--- config.mk ---
export PLATFORM = sky130hd
export DESIGN_NAME = reu_dma_seq_flat
export DESIGN_NICKNAME = d
export VERILOG_FILES = /design/src/rtl/reu_pkg.sv /design/src/rtl/reu_dma_seq_if.sv /design/src/rtl/reu_dma_seq.sv /design/src/flat_wrapper.sv
export SDC_FILE = /design/constraint.sdc
export NUM_CORES = 1
export LEC_CHECK = 0
export ABC_AREA = 1
export CORE_MARGIN = 2
export CORE_UTILIZATION = 50
export DETAILED_ROUTE_END_ITERATION = 12
export MAX_ROUTING_LAYER = met4
export PLACE_DENSITY = 0.83
export SETUP_SLACK_MARGIN = 0.1
export SLEW_MARGIN = 20
export SYNTH_ARGS = -nofsm -noshare
export SYNTH_HDL_FRONTEND = slang
export SYNTH_SLANG_ARGS = --single-unit
--- constraint.sdc ---
create_clock -name PHI2 -period 1.96 [get_ports PHI2]
set_input_delay 0.294 -clock PHI2 [delete_from_list [all_inputs] [get_ports PHI2]]
set_output_delay 0.294 -clock PHI2 [all_outputs]
set_load 0.01 [all_outputs]
--- src/rtl/reu_pkg.sv ---
// REU shared definitions: transfer types and the DMA sequencer state encoding.
// Also imported by the REU register file.
package reu_pkg;

  localparam logic [1:0] STASH  = 2'b00;
  localparam logic [1:0] FETCH  = 2'b01;
  localparam logic [1:0] SWAP   = 2'b10;
  localparam logic [1:0] VERIFY = 2'b11;

  typedef enum logic [2:0] {
    IDLE  = 3'd0,
    ARM   = 3'd1,
    START = 3'd2,
    XFER  = 3'd3,
    SWAPW = 3'd4,
    DONE  = 3'd5
  } seqState_t;

endpackage

--- src/rtl/reu_dma_seq_if.sv ---
// Expansion-port and REU RAM data path seen by the DMA sequencer.
// master = sequencer, slave = bus drivers / RAM controller.
interface reu_dma_seq_if;
  logic       BA;
  logic [7:0] C64RDD;
  logic [7:0] REURDD;
  logic       nDMA;
  logic       C64RW;
  logic [7:0] C64WRD;
  logic       REUWE;
  logic [7:0] REUWRD;

  modport master (
    input  BA, C64RDD, REURDD,
    output nDMA, C64RW, C64WRD, REUWE, REUWRD
  );

  modport slave (
    output BA, C64RDD, REURDD,
    input  nDMA, C64RW, C64WRD, REUWE, REUWRD
  );
endinterface

--- src/rtl/reu_dma_seq.sv ---
// REU DMA transfer sequencer: takes the C64 bus and moves/compares one
// byte per BA slot. All outputs are registered on the falling PHI2 edge.
module reu_dma_seq
  import reu_pkg::*;
(
  input  logic          PHI2,
  input  logic          nReset,
  input  logic          ExecuteEN,
  input  logic          FF00DecodeEN,
  input  logic [1:0]    XferType,
  input  logic          Length1,
  input  logic          CPUWrFF00,
  reu_dma_seq_if.master bus,
  output logic          NextCA,
  output logic          NextREUA,
  output logic          VerifyErr,
  output logic          Busy
);

  seqState_t  state, stateD;
  logic [1:0] typeQ, typeD;
  logic [7:0] holdC, holdCD;
  logic [7:0] holdR, holdRD;
  logic       nDMAQ, nDMAD;
  logic       c64RWQ, c64RWD;
  logic [7:0] c64WRDQ, c64WRDD;
  logic       reuWEQ, reuWED;
  logic [7:0] reuWRDQ, reuWRDD;
  logic       nextCAQ, nextREUAQ, verifyErrQ;
  logic       nextCAD, nextREUAD, verifyErrD;
  logic       busyQ, busyD;
  logic       step;
  logic       match;

  always_ff @(negedge PHI2 or negedge nReset) begin
    if (!nReset) begin
      state      <= IDLE;
      typeQ      <= STASH;
      holdC      <= 8'h00;
      holdR      <= 8'h00;
      nDMAQ      <= 1'b1;
      c64RWQ     <= 1'b1;
      c64WRDQ    <= 8'h00;
      reuWEQ     <= 1'b0;
      reuWRDQ    <= 8'h00;
      nextCAQ    <= 1'b0;
      nextREUAQ  <= 1'b0;
      verifyErrQ <= 1'b0;
      busyQ      <= 1'b0;
    end else begin
      state      <= stateD;
      typeQ      <= typeD;
      holdC      <= holdCD;
      holdR      <= holdRD;
      nDMAQ      <= nDMAD;
      c64RWQ     <= c64RWD;
      c64WRDQ    <= c64WRDD;
      reuWEQ     <= reuWED;
      reuWRDQ    <= reuWRDD;
      nextCAQ    <= nextCAD;
      nextREUAQ  <= nextREUAD;
      verifyErrQ <= verifyErrD;
      busyQ      <= busyD;
    end
  end

  always_comb begin
    stateD     = state;
    typeD      = typeQ;
    holdCD     = holdC;
    holdRD     = holdR;
    c64RWD     = 1'b1;
    c64WRDD    = c64WRDQ;
    reuWED     = 1'b0;
    reuWRDD    = reuWRDQ;
    nextCAD    = 1'b0;
    nextREUAD  = 1'b0;
    verifyErrD = 1'b0;
    step       = 1'b0;
    match      = (bus.C64RDD == bus.REURDD);

    unique case (state)
      IDLE: begin
        if (ExecuteEN)
          stateD = FF00DecodeEN ? ARM : START;
      end
      ARM: begin
        if (!ExecuteEN)
          stateD = IDLE;
        else if (CPUWrFF00)
          stateD = START;
      end
      START: begin
        if (bus.BA) begin
          stateD = XFER;
          typeD  = XferType;
        end
      end
      XFER: begin
        if (bus.BA) begin
          unique case (typeQ)
            STASH: begin
              reuWED  = 1'b1;
              reuWRDD = bus.C64RDD;
              step    = 1'b1;
            end
            FETCH: begin
              c64RWD  = 1'b0;
              c64WRDD = bus.REURDD;
              step    = 1'b1;
            end
            VERIFY: begin
              if (match) begin
                step = 1'b1;
              end else begin
                verifyErrD = 1'b1;
                stateD     = DONE;
              end
            end
            SWAP: begin
              holdCD = bus.C64RDD;
              holdRD = bus.REURDD;
              stateD = SWAPW;
            end
          endcase
        end
      end
      SWAPW: begin
        if (bus.BA) begin
          c64RWD  = 1'b0;
          c64WRDD = holdR;
          reuWRDD = holdC;
          reuWED  = 1'b1;
          step    = 1'b1;
          stateD  = XFER;
        end
      end
      DONE: begin
        if (!ExecuteEN)
          stateD = IDLE;
      end
      default: stateD = IDLE;
    endcase

    // a completed byte slot advances both addresses; last byte ends the run
    if (step) begin
      nextCAD   = 1'b1;
      nextREUAD = 1'b1;
      if (Length1)
        stateD = DONE;
    end

    nDMAD = !(stateD inside {START, XFER, SWAPW});
    busyD = (stateD != IDLE);
  end

  assign bus.nDMA   = nDMAQ;
  assign bus.C64RW  = c64RWQ;
  assign bus.C64WRD = c64WRDQ;
  assign bus.REUWE  = reuWEQ;
  assign bus.REUWRD = reuWRDQ;
  assign NextCA     = nextCAQ;
  assign NextREUA   = nextREUAQ;
  assign VerifyErr  = verifyErrQ;
  assign Busy       = busyQ;

endmodule
--- src/flat_wrapper.sv ---
// flat-port wrapper written by rule: the top's interface ports become plain ports
module reu_dma_seq_flat import reu_pkg::*;
  (PHI2, nReset, ExecuteEN, FF00DecodeEN, XferType, Length1, CPUWrFF00, NextCA, NextREUA, VerifyErr, Busy, bus_BA, bus_C64RDD, bus_REURDD, bus_nDMA, bus_C64RW, bus_C64WRD, bus_REUWE, bus_REUWRD);
  reu_dma_seq_if bus_i ();
  input  logic PHI2;
  input  logic nReset;
  input  logic ExecuteEN;
  input  logic FF00DecodeEN;
  input  logic [1:0] XferType;
  input  logic Length1;
  input  logic CPUWrFF00;
  output logic NextCA;
  output logic NextREUA;
  output logic VerifyErr;
  output logic Busy;
  input wire logic [$bits(bus_i.BA)-1:0] bus_BA;
  input wire logic [$bits(bus_i.C64RDD)-1:0] bus_C64RDD;
  input wire logic [$bits(bus_i.REURDD)-1:0] bus_REURDD;
  output wire logic [$bits(bus_i.nDMA)-1:0] bus_nDMA;
  output wire logic [$bits(bus_i.C64RW)-1:0] bus_C64RW;
  output wire logic [$bits(bus_i.C64WRD)-1:0] bus_C64WRD;
  output wire logic [$bits(bus_i.REUWE)-1:0] bus_REUWE;
  output wire logic [$bits(bus_i.REUWRD)-1:0] bus_REUWRD;
  assign bus_i.BA = bus_BA;
  assign bus_i.C64RDD = bus_C64RDD;
  assign bus_i.REURDD = bus_REURDD;
  assign bus_nDMA = bus_i.nDMA;
  assign bus_C64RW = bus_i.C64RW;
  assign bus_C64WRD = bus_i.C64WRD;
  assign bus_REUWE = bus_i.REUWE;
  assign bus_REUWRD = bus_i.REUWRD;
  reu_dma_seq u_core (.PHI2(PHI2), .nReset(nReset), .ExecuteEN(ExecuteEN), .FF00DecodeEN(FF00DecodeEN), .XferType(XferType), .Length1(Length1), .CPUWrFF00(CPUWrFF00), .bus(bus_i), .NextCA(NextCA), .NextREUA(NextREUA), .VerifyErr(VerifyErr), .Busy(Busy));
endmodule
==> tab_implementation.tex, run 1 <==
\begin{tabular}{lr}
\hline
Metric & Value \\
\hline
\multicolumn{2}{l}{\textbf{STA}} \\
Max-slew violation count & 0 \\
Setup repair after global routing missed its margin & yes \\
Setup TNS Final & -10.55 ns \\
Worst Skew & 0.0701 ns \\
Relative max-transition margin & a little over two thirds \\
Number of endpoints with negative hold slack in the final report & 0 \\
Post-route setup slack & -0.397 ns \\
Count of endpoints failing setup in the final report & 60 \\
Slew at the pin with the worst max-slew slack & 0.448 ns \\
\multicolumn{2}{l}{\textbf{Synth}} \\
Share of cell area taken by muxes after synthesis & 4.86\% \\
Largest family of logic cells by synthesized area & simple AND/OR/NAND/NOR gates \\
Yosys warnings & 0 \\
Register area share after synthesis & 51.7\% \\
Complex-gate fraction of the synthesized area & a little under an eighth \\
Post-synth cell types & 28 \\
Number of synthesized register bits & 43 \\
Top\_reg\_cell synth & sky130\_fd\_sc\_hd\_\_dfrtn\_1 \\
Count of flip-flops with a built-in enable after synthesis & 0 \\
XOR/XNOR Fraction of Synth Area & 2.10\% \\
Synthesized area per cell & 8.72 µm² \\
Simple-gate share of the synthesized area & 22.6\% \\
Synth Instances & around 240 \\
Fraction of the mapped netlist area in adder cells & 0\% \\
Area of the mapped netlist & about 0.0021 mm² \\
FFs w/ async S/R, synth & 100\% \\
Post-Syn Nets & 264 \\
\multicolumn{2}{l}{\textbf{Power}} \\
IR Drop Worst-Case VDD & $\sim$0.90 mV \\
Leak Pwr & $\sim$0.0017 µW \\
Sum of internal, switching and leakage power & roughly 4800 µW \\
Pwr/cell area & 1350 mW/mm² \\
\multicolumn{2}{l}{\textbf{Layout}} \\
Number of fillers in the final layout & $\sim$180 \\
Area Growth Syn to Fin & 69.5\% \\
Finished Core Util & 88.3\% \\
Total inserted antenna cells & 0 \\
Layout cell share with drive strength beyond 1 & 57.8\% \\
Final \#Nets & roughly 370 \\
Fin area & between 0.003 and 0.004 mm² \\
\multicolumn{2}{l}{\textbf{Critical path}} \\
Cell family contributing the most delay on the critical path & buffers and inverters \\
Crit path arrival time & roughly 1.7 ns \\
Startpoint-to-endpoint class of the critical path & input port to register \\
Bufs and invs on worst path & 5 \\
Delay of the slowest critical-path stage & just over 0.3 ns \\
Kind of start point of the critical path & input port \\
Type of element capturing the critical path & register \\
Sequence of cells on the critical path & buf\_8 -> clkinvlp\_4 -> nor2\_8 -> inv\_4 -> o31ai\_4 -> buf\_6 -> clkbuf\_16 -> nor2\_1 -> a31oi\_1 \\
Required time of the critical path & 1.26 ns \\
Critical Path Slowest Stage Cell & sky130\_fd\_sc\_hd\_\_a31oi\_1 \\
Crit Path Max Fanout & 8 \\
\multicolumn{2}{l}{\textbf{Clock network}} \\
Clock slew at the register clock pins of the worst setup and hold paths & 0.06 ns \\
Number of clock sinks & 43 \\
Clock insertion delay at the later pin of the skew report & 0.38 ns \\
\# H-tree levels & 2 \\
CTS tree & done \\
Bufs on Longest Clock Path & 2 \\
CTS root buf & sky130\_fd\_sc\_hd\_\_clkbuf\_8 \\
Number of buffers created by CTS & 5 \\
\multicolumn{2}{l}{\textbf{Routing}} \\
Via/cell ratio & between 5 and 6 \\
Initial DRC Count & 179 \\
Wire length on met2 & 4.24 mm \\
Sum of routed wire segments on met1 & approximately 3 mm \\
Uppermost layer routed & met4 \\
Routed wire per std cell & between 20 and 25 µm \\
Overall via count from detail\_route & 2,309 \\
Detailed-routed wire length on met3 & 488 µm \\
Pre-antenna DRT Iters & 5 \\
Total detailed-routing wirelength & around 8.2 mm \\
DRT antenna net count & 0 \\
Number of design rule violations left after detail routing & 0 \\
\multicolumn{2}{l}{\textbf{Floorplan}} \\
Initial Util & 52.1\% \\
Die Y-Extent & 68.6 µm \\
Placeable Area & 0.00400 mm² \\
Count of boundary I/O pins & 48 \\
Total Die Area & 0.00470 mm² \\
Chip width & just under 70 µm \\
Rows & 23 \\
\multicolumn{2}{l}{\textbf{Outcome}} \\
Violations in the final reports & negative setup slack \\
Status & finished with violations \\
\multicolumn{2}{l}{\textbf{GRT}} \\
Remaining global-route overflow & 0 \\
Wire length of the first global-routing pass & between 9 and 10 mm \\
Largest net degree at the start of global routing & 26 \\
Antenna violations before repair & 0 \\
Global Route Usage Sum & 27.5\% \\
Vias in the first global route & around 2,000 \\
\multicolumn{2}{l}{\textbf{Placed design}} \\
Placer Congestion & 0.922 \\
Post-DP HPWL & approximately 3.7 mm \\
Worst slack at placement & -0.998 ns \\
Count of port buffers added during placement & 47 \\
Standard cell area after detailed placement & 0.00285 mm² \\
\multicolumn{2}{l}{\textbf{Min path}} \\
Hold Path Class & register to register \\
\multicolumn{2}{l}{\textbf{Run}} \\
Max\_cap viols & 0 \\
\hline
\end{tabular}
## cells in the mapped netlist, types with 2 or more instances
master | n | area, µm²
sky130_fd_sc_hd__a21oi_1 | 5 | 25.0
sky130_fd_sc_hd__xnor2_1 | 5 | 43.8
sky130_fd_sc_hd__nand3_1 | 17 | 85.1
sky130_fd_sc_hd__nor3_1 | 2 | 10.0
sky130_fd_sc_hd__dfstp_2 | 2 | 52.6
sky130_fd_sc_hd__inv_2 | 4 | 15.0
sky130_fd_sc_hd__nor2_1 | 20 | 75.1
sky130_fd_sc_hd__nand4_1 | 3 | 18.8
sky130_fd_sc_hd__inv_1 | 20 | 75.1
sky130_fd_sc_hd__mux2_2 | 9 | 101
sky130_fd_sc_hd__dfrtn_1 | 41 | 1030
sky130_fd_sc_hd__a31oi_1 | 11 | 68.8
sky130_fd_sc_hd__o21ai_0 | 21 | 105
sky130_fd_sc_hd__nand2_1 | 60 | 225
sky130_fd_sc_hd__clkbuf_1 | 6 | 22.5
## kinds of logic (layout without fill, tap and decap cells)
family / after synthesis / after routing
AO/OA/AOI/OAI: 41 / 41
multiplexers: 9 / 9
buffers and inverters: 34 / 136
AND/OR/NAND/NOR: 107 / 107
flip-flops: 43 / 43
XOR/XNOR: 5 / 5
## where the power goes
| part | internal, µW | switching (µW) |
|---|---|---|
| registers | 1330 | 394 |
| clock network | 255 | 359 |
| logic | 1140 | 1290 |
## flip-flops by register name (all words and copies together) (netlist names), 2 cells and up
| signal | flops |
|---|---|
| u_core.typeQ | 2 |
| u_core.bus.C64WRD | 8 |
| u_core.bus.REUWRD | 8 |
| u_core.holdR | 8 |
| u_core.state | 3 |
| u_core.holdC | 8 |
## cells in the final DEF, fill, tap and decap left out, types with 3 or more instances in the layout
cell	count
sky130_fd_sc_hd__dfrtn_1	41
sky130_fd_sc_hd__buf_4	36
sky130_fd_sc_hd__nand2_1	31
sky130_fd_sc_hd__buf_6	28
sky130_fd_sc_hd__nand2_2	25
sky130_fd_sc_hd__buf_2	18
sky130_fd_sc_hd__nand3_1	15
sky130_fd_sc_hd__inv_1	11
sky130_fd_sc_hd__buf_8	10
sky130_fd_sc_hd__nor2_1	9
sky130_fd_sc_hd__mux2_2	9
sky130_fd_sc_hd__o21ai_0	8
sky130_fd_sc_hd__nor2_2	8
sky130_fd_sc_hd__inv_2	7
sky130_fd_sc_hd__a31oi_1	7
sky130_fd_sc_hd__o21ai_1	7
sky130_fd_sc_hd__inv_4	6
sky130_fd_sc_hd__o21ai_2	6
sky130_fd_sc_hd__clkbuf_8	5
sky130_fd_sc_hd__nor2_4	4
sky130_fd_sc_hd__a31oi_4	4
sky130_fd_sc_hd__xnor2_4	3
sky130_fd_sc_hd__nand4_1	3
sky130_fd_sc_hd__nand2_4	3
sky130_fd_sc_hd__a21oi_2	3
sky130_fd_sc_hd__clkdlybuf4s50_1	3
sky130_fd_sc_hd__buf_12	3
## what timing repair did
item / CTS / global route
setup buffers: 11 / 13
resized for setup: 249 / 76
endpoints found under the setup margin: 66 / 62
hold buffers: 0 / 0
cloned: 2 / 2
pin swaps: 30 / 25
## routing by layer
| metal | global-route usage [%] | vias to the layer above |
|---|---|---|
| met3 | 5.52 | 45 |
| met5 | - | - |
| li1 | - | 992 |
| met2 | 46.8 | 127 |
| met1 | 31.8 | 1145 |
| met4 | 11.3 | 0 |
## cell type report
type	instances	area (µm²)	area share, %
well taps	50	62.6	1.77
flip-flops and latches	43	1080	30.5
clock inverters	4	20.0	0.567
multi-input cells	162	1200	34.0
clock buffers	6	72.6	2.05
inverters	23	105	2.97
repair buffers	103	995	28.2
## path summary, 6_finish.rpt
check,start,endpoint,slack [ns],depth (start not counted)
max,bus_BA,u_core.bus.REUWRD[5],-0.40,9
min,u_core.holdR[3],u_core.holdR[3],0.47,2
max reg2reg,u_core.typeQ[1],u_core.Busy,-0.17,9
min reg2reg,u_core.holdR[3],u_core.holdR[3],0.47,2
max in group asynchronous,nReset,u_core.holdR[3],0.73,2
min in group asynchronous,nReset,u_core.state[0],0.74,1
## through the flow
step           hold slack (ns)  instances
6_report                 0.472        391
2_1_floorplan            0.408        239
5_1_grt                  0.491        391
4_1_cts                  0.432        379
3_5_place_dp             0.437        357
3_3_place_gp             0.423        357
## worst min-delay path: stages, from the launching register on
cell and delay [ns]:
sky130_fd_sc_hd__dfrtn_1 0.42, sky130_fd_sc_hd__nand2_1 0.06, sky130_fd_sc_hd__o21ai_1 0.07
Note: power is estimated with default switching activity, not from simulation.
==> run 2, diff against run 1 <==
--- a/config.mk
+++ b/config.mk
@@ -5,12 +5,11 @@
 export SDC_FILE = /design/constraint.sdc
 export NUM_CORES = 1
 export LEC_CHECK = 0
-export ABC_AREA = 1
 export CORE_MARGIN = 2
-export CORE_UTILIZATION = 50
+export CORE_UTILIZATION = 49
 export DETAILED_ROUTE_END_ITERATION = 12
 export MAX_ROUTING_LAYER = met4
-export PLACE_DENSITY = 0.83
+export PLACE_DENSITY = 0.81
 export SETUP_SLACK_MARGIN = 0.1
 export SLEW_MARGIN = 20
 export SYNTH_ARGS = -nofsm -noshare
==> run 2 against run 1 <==
  * The flow still finishes with violations (negative setup slack)
  * Synthesized area fell by 0.36%
  * Clock skew fell by 0.016 ns
  * Cell area fell by 5.0%
  * Critical path type unchanged
  * Critical endpoint is now u_core.bus.nDMA
  * Largest power group unchanged
  * Highest routed layer unchanged
==> tab_implementation.tex, run 2 <==
\begin{tabular}{lr}
\hline
Metric & Value \\
\hline
\multicolumn{2}{l}{\textbf{Outcome}} \\
Status & finished with violations (unchanged) \\
Violations in the final reports & negative setup slack (unchanged) \\
\multicolumn{2}{l}{\textbf{STA}} \\
Post-route setup slack & -0.433 ns (was -0.397 ns) \\
Relative max-transition margin & 73.4\% (was 70.0\%) \\
Count of endpoints failing setup in the final report & 44 (was 60) \\
Setup repair after global routing missed its margin & yes (unchanged) \\
Worst Skew & 0.0541 ns (was 0.0701 ns) \\
Max-slew violation count & 0 (unchanged) \\
Number of endpoints with negative hold slack in the final report & 0 (unchanged) \\
Slew at the pin with the worst max-slew slack & 0.398 ns (was 0.448 ns) \\
WHS & 0.455 ns (was 0.472 ns) \\
\multicolumn{2}{l}{\textbf{Floorplan}} \\
Count of boundary I/O pins & 48 (unchanged) \\
Rows & 23 (unchanged) \\
Placeable Area & 0.00403 mm² (was 0.00400 mm²) \\
Total Die Area & 0.00478 mm² (was 0.00470 mm²) \\
Die Y-Extent & 69.1 µm (was 68.6 µm) \\
Chip width & 69.1 µm (was 68.6 µm) \\
Initial Util & 51.6\% (was 52.1\%) \\
\multicolumn{2}{l}{\textbf{Power}} \\
Sw power & 1680 µW (was 2050 µW) \\
Sequential fraction of design power & 35.0\% (was 36.2\%) \\
Combinational cell fraction of total power & 50.6\% (was 50.9\%) \\
P\_int & 2940 µW (was 2730 µW) \\
Sum of internal, switching and leakage power & 4620 µW (was 4770 µW) \\
Fraction of power spent switching nets & 36.3\% (was 42.9\%) \\
IR Drop Worst-Case VDD & 1.05 mV (was 0.898 mV) \\
Pwr/cell area & 1380 mW/mm² (was 1350 mW/mm²) \\
Proportion of power drawn by the clock network & 14.4\% (was 12.9\%) \\
Leak Pwr & 0.00157 µW (was 0.00167 µW) \\
\multicolumn{2}{l}{\textbf{Synth}} \\
Number of synthesized register bits & 43 (unchanged) \\
Leading area contributor after synthesis & sky130\_fd\_sc\_hd\_\_dfrtn\_1 (unchanged) \\
Register area share after synthesis & 51.9\% (was 51.7\%) \\
Ranking of synthesized cells by area & sky130\_fd\_sc\_hd\_\_dfrtn\_1, sky130\_fd\_sc\_hd\_\_mux2\_2, sky130\_fd\_sc\_hd\_\_mux2i\_1 (was sky130\_fd\_sc\_hd\_\_dfrtn\_1, sky130\_fd\_sc\_hd\_\_nand2\_1, sky130\_fd\_sc\_hd\_\_o21ai\_0) \\
Post-synth cell types & 37 (was 28) \\
Post-Syn Nets & 208 (was 264) \\
Synthesized area per cell & 11.3 µm² (was 8.72 µm²) \\
Area of the mapped netlist & 0.00208 mm² (about the same) \\
Count of flip-flops with a built-in enable after synthesis & 0 (unchanged) \\
FFs w/ async S/R, synth & 100\% (unchanged) \\
Most common cell in the netlist & sky130\_fd\_sc\_hd\_\_dfrtn\_1 (was sky130\_fd\_sc\_hd\_\_nand2\_1) \\
Commonest cells post-synth & sky130\_fd\_sc\_hd\_\_dfrtn\_1, sky130\_fd\_sc\_hd\_\_mux2\_2, sky130\_fd\_sc\_hd\_\_mux2i\_1 (was sky130\_fd\_sc\_hd\_\_nand2\_1, sky130\_fd\_sc\_hd\_\_dfrtn\_1, sky130\_fd\_sc\_hd\_\_o21ai\_0) \\
Top\_reg\_cell synth & sky130\_fd\_sc\_hd\_\_dfrtn\_1 (unchanged) \\
Synth Instances & 183 (was 239) \\
Top-area cell type share of the netlist area & 49.4\% (was 49.2\%) \\
Yosys warnings & 0 (unchanged) \\
\multicolumn{2}{l}{\textbf{Critical path}} \\
R2R Path Start & u\_core.state[1] (was u\_core.typeQ[1]) \\
Capture point of the worst path & u\_core.bus.nDMA (was u\_core.bus.REUWRD[5]) \\
Required time of the critical path & 1.25 ns (was 1.26 ns) \\
Depth of the most critical reg-to-reg path & 7 (was 9) \\
Crit path arrival time & 1.68 ns (was 1.65 ns) \\
Kind of start point of the critical path & input port (unchanged) \\
Crit Path Max Fanout & 3 (was 8) \\
Startpoint-to-endpoint class of the critical path & input port to register (unchanged) \\
Type of element capturing the critical path & register (unchanged) \\
Register-to-register path setup slack & 0.14 ns (was -0.17 ns) \\
Endpoint of the lowest-slack register-to-register path & u\_core.bus.C64WRD[1] (was u\_core.Busy) \\
Beginning of the critical path & bus\_REURDD[0] (was bus\_BA) \\
\multicolumn{2}{l}{\textbf{Routing}} \\
DRT antenna net count & 0 (unchanged) \\
Via/cell ratio & 5.50 (was 5.91) \\
Number of design rule violations left after detail routing & 0 (unchanged) \\
Overall via count from detail\_route & 1,819 (was 2,309) \\
Uppermost layer routed & met4 (unchanged) \\
Detailed-routed wire length on met3 & 303 µm (was 488 µm) \\
Wire length on met2 & 3.28 mm (was 4.24 mm) \\
Pre-antenna DRT Iters & 4 (was 5) \\
Total detailed-routing wirelength & 6.23 mm (was 8.16 mm) \\
Routed wire per std cell & 18.8 µm (was 20.9 µm) \\
Sum of routed wire segments on met1 & 2.53 mm (was 2.95 mm) \\
Initial DRC Count & 118 (was 179) \\
\multicolumn{2}{l}{\textbf{Placed design}} \\
Placer Congestion & 0.822 (was 0.922) \\
Placed Cells incl. Taps & 296 (was 357) \\
Post-DP HPWL & 3.33 mm (was 3.66 mm) \\
Count of port buffers added during placement & 47 (unchanged) \\
Standard cell area after detailed placement & 0.00290 mm² (was 0.00285 mm²) \\
Worst slack at placement & -1.13 ns (was -0.998 ns) \\
\multicolumn{2}{l}{\textbf{Layout}} \\
Layout cell share with drive strength beyond 1 & 57.3\% (was 57.8\%) \\
Number of non-filler instances in the completed layout & 331 (was 391) \\
Area Growth Syn to Fin & 61.7\% (was 69.5\%) \\
Commonest cells after routing, fill and taps aside & sky130\_fd\_sc\_hd\_\_dfrtn\_1, sky130\_fd\_sc\_hd\_\_buf\_4, sky130\_fd\_sc\_hd\_\_buf\_6, sky130\_fd\_sc\_hd\_\_buf\_2, sky130\_fd\_sc\_hd\_\_mux2\_4 (was sky130\_fd\_sc\_hd\_\_dfrtn\_1, sky130\_fd\_sc\_hd\_\_buf\_4, sky130\_fd\_sc\_hd\_\_nand2\_1) \\
Most common cell after layout, fill and taps aside & sky130\_fd\_sc\_hd\_\_dfrtn\_1 (unchanged) \\
Fin area & 0.00336 mm² (was 0.00353 mm²) \\
Total inserted antenna cells & 0 (unchanged) \\
Final \#Nets & 305 (was 365) \\
\multicolumn{2}{l}{\textbf{Clock network}} \\
\# H-tree levels & 2 (unchanged) \\
Number of clock sinks & 43 (unchanged) \\
Clock insertion delay at the later pin of the skew report & 0.35 ns (was 0.38 ns) \\
Bufs on Longest Clock Path & 2 (unchanged) \\
CTS tree & done (unchanged) \\
Number of buffers created by CTS & 5 (unchanged) \\
CTS root buf & sky130\_fd\_sc\_hd\_\_clkbuf\_8 (unchanged) \\
Clock slew at the register clock pins of the worst setup and hold paths & 0.05 ns (was 0.06 ns) \\
\multicolumn{2}{l}{\textbf{Run}} \\
Max\_cap viols & 0 (unchanged) \\
\multicolumn{2}{l}{\textbf{GRT}} \\
Antenna violations before repair & 0 (unchanged) \\
Wire length of the first global-routing pass & 9.73 mm (was 9.05 mm) \\
Global Route Usage Sum & 27.1\% (was 27.5\%) \\
Remaining global-route overflow & 0 (unchanged) \\
Largest net degree at the start of global routing & 44 (was 26) \\
Vias in the first global route & 1,889 (was 2,006) \\
\multicolumn{2}{l}{\textbf{Min path}} \\
Hold Path Class & register to register (unchanged) \\
\hline
\end{tabular}
run 2: cell count changes after synthesis, sizes merged, moves of 7 or more:
| cell | delta |
|---|---|
| nand2 | -48 |
| mux2i | +16 |
| nand3 | -16 |
| inv | -15 |
| a31oi | -10 |
| nor2 | -10 |
| a21oi | +8 |
| mux2 | +8 |
| o21ai | -7 |
run 2: repair_timing:
action	CTS	global route
setup buffers	16	9
setup endpoints to repair	66	62
hold buffers	0	0
gates resized for setup	240	23
cloned	5	0
pin swaps	21	12
run 2: final cells by class:
type	instances	area, µm²
multi-input cells	121	1160
flip-flops and latches	43	1080
repair buffers	99	911
fillers	199	671
clock buffers	7	86.3
well taps	50	62.6
inverters	8	30.0
clock inverters	3	25.0
run 2: critical path, stage by stage:
cell                       delay (ns)
sky130_fd_sc_hd__buf_2           0.12
sky130_fd_sc_hd__xnor2_1         0.13
sky130_fd_sc_hd__nand4_1         0.17
sky130_fd_sc_hd__or3_4           0.45
sky130_fd_sc_hd__buf_4           0.17
sky130_fd_sc_hd__a221oi_4        0.29
sky130_fd_sc_hd__a31oi_2         0.06
run 2: stage by stage:
step | utilization, % | setup TNS [ns]
after global placement | 72.0 | -36.21
after global routing | 83.4 | -8.58
final | 83.4 | -6.93
after detailed placement | 72.0 | -37.67
after CTS | 81.2 | -6.35
after floorplan | - | -9.38
run 2: worst min-delay path by stage:
stage	startpoint	end	slack (ns)	cells after the start
4_1_cts	u_core.bus.REUWRD[3]	u_core.bus.REUWRD[3]	0.43	2
6_report	u_core.bus.C64WRD[3]	u_core.bus.C64WRD[3]	0.46	2
3_3_place_gp	u_core.bus.REUWRD[1]	u_core.bus.REUWRD[1]	0.42	2
5_1_grt	u_core.holdC[3]	u_core.holdC[3]	0.48	1
3_5_place_dp	u_core.bus.REUWRD[3]	u_core.bus.REUWRD[3]	0.44	2
2_1_floorplan	u_core.holdC[1]	u_core.holdC[1]	0.44	1
run 2: cell families (layout without fill, tap and decap cells):
family | count (synthesis) | after routing | share of synthesized area, %
DFF | 43 | 43 | 51.9
buffers and inverters | 19 | 117 | 4.58
muxes | 33 | 33 | 16.9
AOI/OAI and AO/OA | 41 | 41 | 13.4
xor gates and xnor gates | 8 | 8 | 3.37
and+or+nand+nor | 39 | 39 | 9.76
run 2: power by group through the flow:
stage	registers (µW)	logic [µW]	clock network (µW)
after floorplan	1640	1060	9.58
after global placement	1570	1830	9.58
after detailed placement	1590	1890	9.58
after CTS	1600	2130	663
after global routing	1650	2490	718
final	1620	2340	668
run 2: per-layer routing:
metal	vias to the layer above	GRT usage, %
met1	898	32.2
met4	0	10.2
met5	-	-
met2	71	45.4
met3	14	5.70
li1	836	-
==> run 3, diff against run 2 <==
--- a/config.mk
+++ b/config.mk
@@ -5,6 +5,7 @@
 export SDC_FILE = /design/constraint.sdc
 export NUM_CORES = 1
 export LEC_CHECK = 0
+export CAP_MARGIN = 20
 export CORE_MARGIN = 2
 export CORE_UTILIZATION = 49
 export DETAILED_ROUTE_END_ITERATION = 12
==> results of run 3 <==
The final DEF is identical to that of run 2; final timing and power are the same.
